===== src/rtl/npc_ctrl.sv =====
// Next-PC controller for the IF stage: arbitrates exception > ERET > branch > PC+4
// and holds a redirect that arrives while fetch is stalled. Optional macro: NPC_ALIGN_CHECK_EN.
module npc_ctrl #(
  parameter logic [31:0] PC_RST_ADDR = 32'hBFC0_0000,
  parameter logic [31:0] EXC_VECTOR  = 32'hBFC0_0380
) (
  input  logic        clk,
  input  logic        rst,
  input  logic [31:0] if_pc,
  input  logic        if_stall,
  input  logic        br_valid,
  input  logic [31:0] br_target,
  input  logic        exc_valid,
  input  logic        eret_valid,
  input  logic [31:0] epc,
  output logic [31:0] if_npc,
  output logic        if_pcwr,
  output logic        if_flush,
  output logic        pend_valid
`ifdef NPC_ALIGN_CHECK_EN
  ,
  output logic        if_adel
`endif
);

  typedef enum logic [1:0] {ST_BOOT, ST_RUN, ST_PEND} state_e;
  // Encoded so that a numerically larger value always wins arbitration.
  typedef enum logic [1:0] {PRI_NONE, PRI_BR, PRI_ERET, PRI_EXC} pri_e;

  state_e      state_q, state_d;
  pri_e        pend_pri_q, pend_pri_d;
  logic [31:0] pend_tgt_q, pend_tgt_d;

  pri_e        new_pri;
  logic [31:0] new_tgt;
  logic        new_redir;
  logic        take_new;
  pri_e        res_pri;
  logic [31:0] res_tgt;

  // Fixed-priority pick among this cycle's redirect pulses; falls back to PC+4.
  always_comb begin
    if (exc_valid) begin
      new_pri = PRI_EXC;
      new_tgt = EXC_VECTOR;
    end else if (eret_valid) begin
      new_pri = PRI_ERET;
      new_tgt = epc;
    end else if (br_valid) begin
      new_pri = PRI_BR;
      new_tgt = br_target;
    end else begin
      new_pri = PRI_NONE;
      new_tgt = if_pc + 32'd4;
    end
  end

  assign new_redir = (new_pri != PRI_NONE);
  // Equal priority overwrites: the younger redirect of the same kind is the correct one.
  assign take_new  = new_redir && (new_pri >= pend_pri_q);
  assign res_pri   = take_new ? new_pri : pend_pri_q;
  assign res_tgt   = take_new ? new_tgt : pend_tgt_q;

  always_comb begin
    // NOTE: every signal gets a default before the case so no path leaves it
    // unassigned, which would otherwise infer a latch.
    state_d    = state_q;
    pend_pri_d = pend_pri_q;
    pend_tgt_d = pend_tgt_q;
    if_npc     = PC_RST_ADDR;
    if_pcwr    = 1'b0;
    if_flush   = 1'b0;

    unique case (state_q)
      ST_BOOT: begin
        state_d = ST_RUN;
        if (new_redir) begin
          state_d    = ST_PEND;
          pend_pri_d = new_pri;
          pend_tgt_d = new_tgt;
        end
      end
      ST_RUN: begin
        if_npc = new_tgt;
        if (!if_stall) begin
          if_pcwr  = 1'b1;
          if_flush = new_redir;
        end else if (new_redir) begin
          state_d    = ST_PEND;
          pend_pri_d = new_pri;
          pend_tgt_d = new_tgt;
        end
      end
      ST_PEND: begin
        if_npc     = res_tgt;
        pend_pri_d = res_pri;
        pend_tgt_d = res_tgt;
        if (!if_stall) begin
          if_pcwr    = 1'b1;
          if_flush   = 1'b1;
          state_d    = ST_RUN;
          pend_pri_d = PRI_NONE;
        end
      end
      default: state_d = ST_BOOT;
    endcase

    if (rst) begin
      if_npc   = PC_RST_ADDR;
      if_pcwr  = 1'b0;
      if_flush = 1'b0;
    end
  end

  assign pend_valid = !rst && (state_q == ST_PEND);

`ifdef NPC_ALIGN_CHECK_EN
  // A flush marks a redirect write; sequential PC+4 is never flagged.
  assign if_adel = if_flush && (if_npc[1:0] != 2'b00);
`endif

  always_ff @(posedge clk) begin
    // NOTE: state flops use non-blocking assignment so every flop samples
    // pre-edge values regardless of statement order.
    if (rst) begin
      state_q    <= ST_BOOT;
      pend_pri_q <= PRI_NONE;
      pend_tgt_q <= '0;
    end else begin
      state_q    <= state_d;
      pend_pri_q <= pend_pri_d;
      pend_tgt_q <= pend_tgt_d;
    end
  end

endmodule


===== config.mk =====
export PLATFORM = sky130hd
export DESIGN_NAME = npc_ctrl
export DESIGN_NICKNAME = d
export VERILOG_FILES = /design/src/rtl/npc_ctrl.sv
export SDC_FILE = /design/constraint.sdc
export NUM_CORES = 1
export LEC_CHECK = 0
export CORE_ASPECT_RATIO = 1.25
export CORE_MARGIN = 2
export CORE_UTILIZATION = 48
export CTS_CLUSTER_SIZE = 10
export DETAILED_ROUTE_END_ITERATION = 8
export PLACE_DENSITY = 0.87
export SLEW_MARGIN = 20
export SYNTH_ARGS = -nofsm -noshare
export SYNTH_HDL_FRONTEND = slang
export SYNTH_SLANG_ARGS = --single-unit
export TNS_END_PERCENT = 50

===== constraint.sdc =====
create_clock -name clk -period 4.7 [get_ports clk]
set_input_delay 0.47 -clock clk [delete_from_list [all_inputs] [get_ports clk]]
set_output_delay 0.47 -clock clk [all_outputs]
set_load 0.02 [all_outputs]

==> flow_metrics.tcl <==
set metrics [dict create \
    ctsHoldBuffers 0 \
    hold_violations 0 \
    synthArstFlopShare_pct 0 \
    yosys-top-cells-area "dfxtp_1 21%, nand2_1 7.5%, a21oi_1 7.0%" \
    dp_hpwl_um 10700 \
    grt_max_degree 41 \
    worst_pin_slew_ns 0.719 \
    timing.fmax_mhz 244 \
    yosysWarnings 0 \
    power_mw 1.66 \
    synth.largest_area_cell "dfxtp_1" \
    maxCapViolations 0 \
    min-delay-path-class "register to register" \
    first_iter_violations 443 \
    crit_top_cell "nor2_1" \
    grt_pass1_vias 4318 \
    utilization_pct 71.7 \
    h-tree-depth 2 \
    synth_cell_types 63 \
    setup_tns_ns 0 \
    port_buffers 136 \
    cts_resized 0 \
    antenna_found_initial 0 \
    clock_latency_ns 0.29 \
    post_dp_cell_area_um2 4940 \
    relSlewSlack_pct 52.1 \
    cts_num_sinks 36 \
    die_w_um 80.5 \
    peakVddDrop_uv 216 \
    grt_pass1_wl_um 21400 \
    required_ns 4.23 \
    cp_slowest_cell "clkdlybuf4s50_1" \
    hold_start "pend_tgt_q[4]$_SDFFE_PP0P_" \
    cp_cell_sequence "clkdlybuf4s50_1 -> nor2_1 -> nor2_1 -> ha_1 -> nand2b_1 -> a21o_1 -> nand2_1 -> nor2_1 -> a22oi_1 -> o22ai_1 -> clkdlybuf4s50_1" \
    num_io_pins 137 \
    final-max-slew-violation-count 0 \
    crit_start "eret_valid" \
    synth_edf_count 0 \
    start_util_pct 50.1 \
    crit_path_end_kind "output pin" \
    num_antenna_cells 0 \
    grt_usage_pct 34.0 \
    core_area_um2 7020 \
    worst_slack_ns 0.607 \
    r2r_start "state_q[1]$_SDFFE_PP0P_" \
    avgSynthCellArea_um2 6.93 \
    critical_path.max_stage_delay_ns 0.65 \
    dominantRegCellSynth "dfxtp_1" \
    synth_cells 507 \
    syn_nets 615 \
    cts-root-buf "clkbuf_8" \
    clk_pin_slew_ns 0.08 \
    pre_cts_slack_ns 0.690 \
    die_h_um 99.7 \
    synth_area_um2 3510 \
    via_per_inst 6.42 \
    cts_tree "done" \
    synth_top_area_share_pct 20.5 \
    first_pass_iters 6 \
    power_density_nw_per_um2 330 \
    final_area_um2 5030 \
    area.growth.synth_to_final_pct 43.2 \
    die_area_um2 8020 \
    cts_setup_buffers 0 \
    crit_path_max_fanout 8 \
    crit_type "input port to output pin" \
    crit_family "buffers and inverters" \
    overflow 0 \
    period_minus_slack_ns 4.09 \
    routed_wl_um 14000 \
    clock_tree.buffer_depth 2 \
    wl_per_cell_um 19.5 \
    ys_seq_area_share_pct 20.5 \
    ys_ff_latch 36 \
    antenna_left 0 \
    cp_data_arrival_time_ns 3.62 \
    placement_rows 34 \
    final_layout_size_suffix_gt1_share_pct 7.34 \
    netlist_top_cells_count "70 x nand2_1, 49 x a21oi_1, 38 x nor2_1, 36 x dfxtp_1, 31 x clkbuf_1" \
    worstSetupStartpointType "input port" \
    fin_crit_sh_pct 87.1 \
    grt_setup_unrepaired "no" \
    via_count 4602 \
    final_nets 734 \
    place_congestion 0.954 \
    cp_num_buf_inv 2 \
    synth_most_common_cell "nand2_1" \
    setup_violations 0 \
    drc_errors 0 \
    fin_worst_skew_ns 0.00454 \
    nFillCells 630 \
    cts_made_buffers 5 \
    leakagePower_nw 1.79 \
    status "completed" \
]
-- metrics by stage --
stage	hold slack [ns]	instances
2_1_floorplan	0.434	507
3_3_place_gp	0.440	709
3_5_place_dp	0.451	709
4_1_cts	0.463	717
5_1_grt	0.481	717
6_report	0.464	717
-- registers in the layout, summed over array words and instances, names as in the netlist --
register    cells
state_q         2
pend_tgt_q     32
pend_pri_q      2
-- layer usage --
layer	routed length [um]	vias to the layer above	global-route usage (%)
li1	-	2135	-
met1	5520	2162	42.5
met2	6890	270	58.8
met3	1180	35	4.99
met4	423	0	12.3
met5	0	-	0
-- cell type report --
class	count	area [um2]	share of cell area, %
sequential	36	721	14.3
multi-input combinational	414	2560	50.8
timing repair buffer	154	1500	29.8
clock inverter	3	18.8	0.373
tap	90	113	2.24
inverter	15	56.3	1.12
clock buffer	5	68.8	1.37
-- where the power goes --
| group | switching (mW) | leakage (nW) | internal, mW |
|---|---|---|---|
| Combinational | 0.593 | 1.45 | 0.415 |
| Clock | 0.129 | 0.0479 | 0.104 |
| Sequential | 0.0437 | 0.298 | 0.373 |
| Total | 0.766 | 1.79 | 0.892 |
-- logic make-up (layout without fill, tap and decap cells) --
| kind of cell | after synthesis | count (layout) | share of synthesized area (%) |
|---|---|---|---|
| AND/OR/NAND/NOR | 197 | 197 | 28.2 |
| AO/OA/AOI/OAI | 183 | 183 | 34.8 |
| buffers and inverters | 57 | 177 | 6.73 |
| flip-flops | 36 | 36 | 20.5 |
| XOR/XNOR | 18 | 18 | 4.49 |
| multiplexers | 10 | 10 | 3.10 |
| adder cells (fa/ha/maj) | 6 | 6 | 2.14 |
-- final timing paths --
kind	cells past startpoint	endpoint	slack, ns
setup reg to reg	8	pend_tgt_q[29]$_SDFFE_PP0P_	1.85
hold / removal	2	pend_tgt_q[4]$_SDFFE_PP0P_	0.46
hold reg to reg	2	pend_tgt_q[4]$_SDFFE_PP0P_	0.46
setup / recovery	11	if_npc[18]	0.61
-- placed cells by master, fill, tap and decap left out, types with 7 or more instances in the layout --
cell	instances
a211oi_1	8
a21oi_1	49
a221o_1	9
a22oi_1	14
buf_4	18
clkdlybuf4s50_1	136
dfxtp_1	36
inv_1	14
mux2_2	7
nand2_1	70
nand3_1	22
nor2_1	38
nor3_1	14
nor4_1	9
o211ai_1	9
o21ai_0	30
o22ai_1	15
or3_1	8
xnor2_1	10
xor2_1	8
-- worst min-delay path, stage by stage, from the launching register on --
cell	delay, ns
dfxtp_1	0.32
nand2_1	0.05
a21oi_1	0.05
(Power assumes the default switching activity.)
